### src/rtl/alu_div_sequencer.sv
// ============================================================================
// Module   : alu_div_sequencer
// Brief    : RV32M DIV/DIVU/REM/REMU restoring divider that borrows the ALU.
//            It drives one shared-ALU SUB per iteration and uses the carry
//            flag as the compare.
// Revision : 1.0 - initial release
// ============================================================================
`default_nettype none

module alu_div_sequencer #(
  parameter int                    ALU_OP_W   = 4,
  // Must equal CONTROL_ALU_OP_SUB from core_defines.vh
  parameter logic [ALU_OP_W-1:0]   ALU_OP_SUB = ALU_OP_W'(1)
) (
  input  logic                clk_i,
  input  logic                reset_i,
  input  logic                start_i,
  input  logic [1:0]          op_i,
  input  logic [31:0]         dividend_i,
  input  logic [31:0]         divisor_i,
  output logic                busy_o,
  output logic                done_o,
  output logic [31:0]         result_o,
  output logic                alu_sel_o,
  output logic [31:0]         alu_a_o,
  output logic [31:0]         alu_b_o,
  output logic [ALU_OP_W-1:0] alu_op_o,
  input  logic [31:0]         alu_result_i,
  input  logic                alu_c_i
);

  typedef enum logic [1:0] {
    S_IDLE = 2'd0,
    S_ITER = 2'd1,
    S_FIX  = 2'd2,
    S_DONE = 2'd3
  } state_t;

  state_t      r_state;
  logic [1:0]  r_op;
  logic        r_neg_q;
  logic        r_neg_r;
  logic [31:0] r_rem;
  logic [31:0] r_quo;
  logic [31:0] r_div;
  logic [4:0]  r_cnt;
  logic [31:0] r_result;

  logic        w_signed;
  logic        w_a_neg;
  logic        w_b_neg;
  logic [31:0] w_a_mag;
  logic [31:0] w_b_mag;
  logic        w_ovf;
  logic [32:0] w_shift;
  logic        w_take;
  logic [31:0] w_q_fin;
  logic [31:0] w_r_fin;

  // op_i[0] = 0 selects the signed variants (DIV/REM)
  assign w_signed = ~op_i[0];
  assign w_a_neg  = w_signed & dividend_i[31];
  assign w_b_neg  = w_signed & divisor_i[31];
  assign w_a_mag  = w_a_neg ? (32'd0 - dividend_i) : dividend_i;
  assign w_b_mag  = w_b_neg ? (32'd0 - divisor_i) : divisor_i;
  assign w_ovf    = w_signed & (dividend_i == 32'h8000_0000) & (divisor_i == 32'hFFFF_FFFF);

  // A set bit 32 means S >= 2^32 > D, so the wrapped ALU difference is exact
  assign w_shift  = {r_rem, r_quo[31]};
  assign w_take   = alu_c_i | w_shift[32];

  assign w_q_fin  = r_neg_q ? (32'd0 - r_quo) : r_quo;
  assign w_r_fin  = r_neg_r ? (32'd0 - r_rem) : r_rem;

  always_ff @(posedge clk_i or negedge reset_i) begin
    if (!reset_i) begin
      r_state  <= S_IDLE;
      r_op     <= 2'd0;
      r_neg_q  <= 1'b0;
      r_neg_r  <= 1'b0;
      r_rem    <= 32'd0;
      r_quo    <= 32'd0;
      r_div    <= 32'd0;
      r_cnt    <= 5'd0;
      r_result <= 32'd0;
    end else begin
      case (r_state)
        S_IDLE: begin
          if (start_i) begin
            if (divisor_i == 32'd0) begin
              r_result <= op_i[1] ? dividend_i : 32'hFFFF_FFFF;
              r_state  <= S_DONE;
            end else if (w_ovf) begin
              r_result <= op_i[1] ? 32'd0 : 32'h8000_0000;
              r_state  <= S_DONE;
            end else begin
              r_op    <= op_i;
              r_neg_q <= w_a_neg ^ w_b_neg;
              r_neg_r <= w_a_neg;
              r_rem   <= 32'd0;
              r_quo   <= w_a_mag;
              r_div   <= w_b_mag;
              r_cnt   <= 5'd31;
              r_state <= S_ITER;
            end
          end
        end
        S_ITER: begin
          r_rem <= w_take ? alu_result_i : w_shift[31:0];
          r_quo <= {r_quo[30:0], w_take};
          r_cnt <= r_cnt - 5'd1;
          if (r_cnt == 5'd0) begin
            r_state <= S_FIX;
          end
        end
        S_FIX: begin
          r_result <= r_op[1] ? w_r_fin : w_q_fin;
          r_state  <= S_DONE;
        end
        default: begin
          r_state <= S_IDLE;
        end
      endcase
    end
  end

  assign busy_o    = (r_state != S_IDLE);
  assign done_o    = (r_state == S_DONE);
  assign alu_sel_o = (r_state == S_ITER);
  assign result_o  = r_result;
  assign alu_a_o   = alu_sel_o ? w_shift[31:0] : 32'd0;
  assign alu_b_o   = alu_sel_o ? r_div : 32'd0;
  assign alu_op_o  = alu_sel_o ? ALU_OP_SUB : '0;

endmodule

`default_nettype wire
### config.mk
export PLATFORM = sky130hd
export DESIGN_NAME = alu_div_sequencer
export DESIGN_NICKNAME = d
export VERILOG_FILES = /design/src/rtl/alu_div_sequencer.sv
export SDC_FILE = /design/constraint.sdc
export NUM_CORES = 1
export LEC_CHECK = 0
export CORE_MARGIN = 1
export CORE_UTILIZATION = 39
export DETAILED_ROUTE_END_ITERATION = 16
export PLACE_DENSITY = 0.71
export SETUP_SLACK_MARGIN = 0.15
export SYNTH_ARGS = -nofsm -noshare
export SYNTH_HDL_FRONTEND = slang
export SYNTH_SLANG_ARGS = --single-unit
### constraint.sdc
create_clock -name clk_i -period 3.26 [get_ports clk_i]
set_clock_uncertainty 0.15 [all_clocks]
set_input_delay 0.326 -clock clk_i [delete_from_list [all_inputs] [get_ports clk_i]]
set_output_delay 0.326 -clock clk_i [all_outputs]
set_load 0.1 [all_outputs]
==> results.rst <==
.. list-table::
   :header-rows: 1

   * - Metric
     - Value
   * - Nature of the critical path endpoint
     - register
   * - Compound-cell area share of the yosys netlist
     - 0.1884
   * - Detailed placement HPWL
     - 24.32 mm
   * - Synthesized-area fraction occupied by adder cells
     - 0.01359
   * - Critical-path cell list
     - or4_1 > or4_1 > o31ai_1 > xor2_1 > a211oi_1 > mux2_2
   * - H-Tree Level Count
     - 4
   * - Data required time of the critical path
     - 3.41 ns
   * - Pwr Total
     - 15.26 mW
   * - Transition at the pin with the smallest max-transition slack
     - 1.016 ns
   * - Internal Power
     - 7.059 mW
   * - TritonCTS clock tree
     - yes
   * - Antenna cells
     - 0
   * - Final weighted congestion of routability-driven global placement
     - 0.9315
   * - Final period utilization
     - 0.9085
   * - Total count of hold-check failures in the final report
     - 0
   * - Area of the mapped netlist
     - 0.01013 mm^2
   * - Total setup violations reported at the end of the flow
     - 0
   * - Highest Clock Rate
     - 337.7 MHz
   * - All-Layer GR Usage
     - 0.2474
   * - Placed Cells incl. Taps
     - 1698
   * - Most common library cell in the layout ignoring fill and taps
     - dfrtp_1
   * - Relative contribution of combinational cells to total power
     - 0.635
   * - Clock slew at reported path FFs
     - 0.06 ns
   * - Post-Layout Inst Area
     - 0.01356 mm^2
   * - Average vias per placed instance
     - 5.662
   * - Relative contribution of the clock network to total power
     - 0.131
   * - Largest family of logic cells by synthesized area
     - compound AO/OA/AOI/OAI gates
   * - Crit-path max cell delay
     - 0.68 ns
   * - Portion of total power attributed to sequential cells
     - 0.233
   * - Post-detailed-route wirelength per cell
     - 18.74 um
   * - Number of buffers and inverters on the critical path
     - 0
   * - Drt first pass iters
     - 5
   * - Cell at the root of the clock tree
     - clkbuf_16
   * - Kind of launch point of the worst setup path
     - register
   * - Number of enable-type register cells in the synthesized netlist
     - 0
   * - Number of CTS-inserted buffers
     - 17
   * - Maximum vdd drop
     - 1.102 mV
   * - Most used cells in the layout excluding fill and tap cells
     - dfrtp_1 (138), buf_4 (135), clkdlybuf4s50_1 (125), a21oi_1 (120), nand2_1 (97)
   * - Num ports
     - 205
   * - NumNets Final
     - 1501
   * - Delay-heaviest family, CP
     - simple AND/OR/NAND/NOR gates
   * - FP Rows
     - 58
   * - Ratio of cells with drive above 1 in the final layout
     - 0.2191
   * - Register area share after synthesis
     - 0.3410
   * - Initial core utilization
     - 0.3998
   * - Post-cts sizing count
     - 0
   * - Reported max-cap violation count
     - 0
   * - Max-slew violation count
     - 0
   * - Min-delay worst type
     - input pin to async pin
   * - Layout Cells excl Fill
     - 1731
   * - 1st-iter DRT viols
     - 802
   * - Category of the critical setup timing path
     - register to register
   * - Setup total negative slack
     - 0 ns
   * - Switch share
     - 0.5375
   * - DIE AREA
     - 0.02661 mm^2
   * - Arrival @ worst endpoint
     - 3.12 ns
   * - Number of nets with antenna violations after routing
     - 0
   * - Die outline height
     - 163.1 um
   * - Register-to-register setup slack
     - 0.30 ns
   * - Total Wirelength
     - 32.45 mm
   * - Global route overflow
     - 0
   * - Via count of the first global-routing pass
     - 9524
   * - Synth async-reset ratio
     - 1.000
   * - Cell area after placement
     - 0.01294 mm^2
   * - Die boundary width
     - 163.1 um
   * - Fraction of synthesized cell area in xor and xnor cells
     - 0.09774
   * - Count of buffers inserted at the top-level ports
     - 201
   * - Status
     - finished clean
   * - Leakage power
     - 5.925 nW
   * - Final routed DRC violation total
     - 0
   * - Library cell contributing the largest single delay on the critical path
     - or4_1
   * - RSZ-0062 raised after global routing
     - no
   * - Total vias in the final route
     - 9801
   * - Quantity of hold-fixing buffers added after cts
     - 1
   * - Maximum clock insertion buffer count
     - 2
   * - Pin count of the biggest net entering global routing
     - 79
   * - Synthesized-area fraction occupied by and/or/nand/nor cells
     - 0.1845
   * - Floorplan core area
     - 0.02533 mm^2
   * - Post-synthesis sequential element count
     - 138
   * - Final Critical Period
     - 2.962 ns
   * - Distinct cell type count after synthesis
     - 57
   * - Number of antenna violations at the first check in global routing
     - 1
   * - Sink count of the clock tree
     - 138
   * - Number of standard cells after synthesis
     - 1163
   * - Area grow syn2layout
     - 33.89%
   * - Crit-path max FO
     - 7
   * - Cell type with the highest occurrence count on the critical path
     - or4_1
   * - Relative slew slack
     - 0.3227
   * - Pre-CTS setup slack
     - 0.05010 ns
   * - Multiplexer share of the synthesized area
     - 0.1168
   * - Post-CTS setup buffer count
     - 0
   * - Syn_area_per_cell
     - 8.707 um^2
   * - Power density over the cells
     - 1126 mW/mm^2
   * - Net Sw Power
     - 8.205 mW
   * - Insertion delay of the later-clocked pin in the worst-skew pair
     - 0.42 ns
   * - Wire length of the first global-routing pass
     - 51.23 mm
   * - Setup ws final
     - 0.2984 ns
   * - Most common flop cell mapped by yosys
     - dfrtp_1
   * - Warning count from the yosys run
     - 0
==> power groups by stage <==
| stage | sequential [mW] | combinational, mW | clock, mW |
|---|---|---|---|
| global route | 3.67 | 10.3 | 2.11 |
| CTS | 3.53 | 9.71 | 2.04 |
| floorplan | 4.41 | 6.18 | 0 |
| global placement | 3.53 | 9.52 | 0 |
| detailed placement | 3.55 | 9.67 | 0 |
| finish | 3.56 | 9.70 | 2.01 |
==> area by class of cell <==
type                    instances  area [um^2]
clock buffers                  17        425.4
clock inverters                15        183.9
fillers                      2318        11770
inverters                      61        229.0
multi-input cells             888         6167
flip-flops and latches        138         3453
well taps                     330        412.9
repair buffers                282         2686
==> kinds of logic after synthesis <==
kind of cell | Yosys count
other | 1
adder cells (fa/ha/maj) | 11
multiplexers | 95
XOR/XNOR | 113
buffers and inverters | 139
AND/OR/NAND/NOR | 361
AO/OA/AOI/OAI | 305
flip-flops | 138
==> worst reg2reg max path: cells and delay by family (launching register included) <==
family          cells  cell delay (ns)
compound gates      2             0.44
flops               1             0.44
xor+xnor            1             0.24
mux                 1             0.29
simple gates        2             1.30
==> registers in the layout, indices dropped and copies added (netlist names) <==
signal and flops:
r_neg_r 1, r_quo 32, r_rem 32, r_neg_q 1, r_state 2, r_op 1
result_o 32, r_cnt 5, r_div 32
==> through the flow <==
| step | util | hold WS, ns |
|---|---|---|
| 2_1_floorplan | - | -0.1196 |
| 3_3_place_gp | 0.5109 | 0.1962 |
| 3_5_place_dp | 0.5109 | 0.2003 |
| 4_1_cts | 0.5353 | 0.3360 |
| 5_1_grt | 0.5353 | 0.3595 |
| 6_report | 0.5353 | 0.3025 |
==> routing by layer <==
| layer | vias to the layer above | wire (um) | global-route usage |
|---|---|---|---|
| li1 | 4617 | - | - |
| met1 | 4728 | 13640 | 0.3153 |
| met2 | 404 | 15640 | 0.4159 |
| met3 | 50 | 2324 | 0.04799 |
| met4 | 2 | 827 | 0.08581 |
| met5 | - | 13 | 0 |
==> path summary, 6_finish.rpt <==
check | start | endpoint | cells after the start
max | r_rem[7] | result_o[31] | 6
min | reset_i | r_quo[19] | 2
max reg2reg | r_rem[7] | result_o[31] | 6
min reg2reg | result_o[22] | result_o[22] | 1
max in group asynchronous | reset_i | result_o[9] | 3
min in group clk_i | result_o[22] | result_o[22] | 1
==> cell usage after synthesis (3+ instances only) <==
library cell | number | area share
xor2_1 | 59 | 0.051
nand2_1 | 97 | 0.036
a22o_1 | 15 | 0.013
nor3_1 | 24 | 0.012
a31oi_1 | 15 | 0.0093
a221oi_1 | 10 | 0.0086
dfrtp_1 | 138 | 0.34
nor4b_1 | 4 | 0.0035
mux2_4 | 35 | 0.052
buf_6 | 5 | 0.0056
and2_1 | 36 | 0.022
inv_1 | 61 | 0.023
nand2b_1 | 12 | 0.0074
a21oi_1 | 122 | 0.060
a211oi_1 | 5 | 0.0037
nor2_1 | 85 | 0.032
o31ai_1 | 25 | 0.019
o41ai_1 | 20 | 0.017
or2_2 | 4 | 0.0025
a32o_1 | 11 | 0.011
nand3_1 | 4 | 0.0020
o21ai_0 | 63 | 0.031
and3_1 | 9 | 0.0056
nand4_1 | 17 | 0.011
ha_1 | 11 | 0.014
buf_2 | 7 | 0.0035
nor2b_1 | 11 | 0.0068
mux2_2 | 45 | 0.050
buf_4 | 4 | 0.0030
or4_1 | 22 | 0.016
mux2i_1 | 15 | 0.015
o22ai_1 | 3 | 0.0019
nor4_1 | 16 | 0.0099
xnor2_1 | 54 | 0.047
or3_1 | 8 | 0.0049
clkbuf_1 | 60 | 0.022
a22oi_1 | 4 | 0.0030
Note: power is estimated with default switching activity, not from simulation.
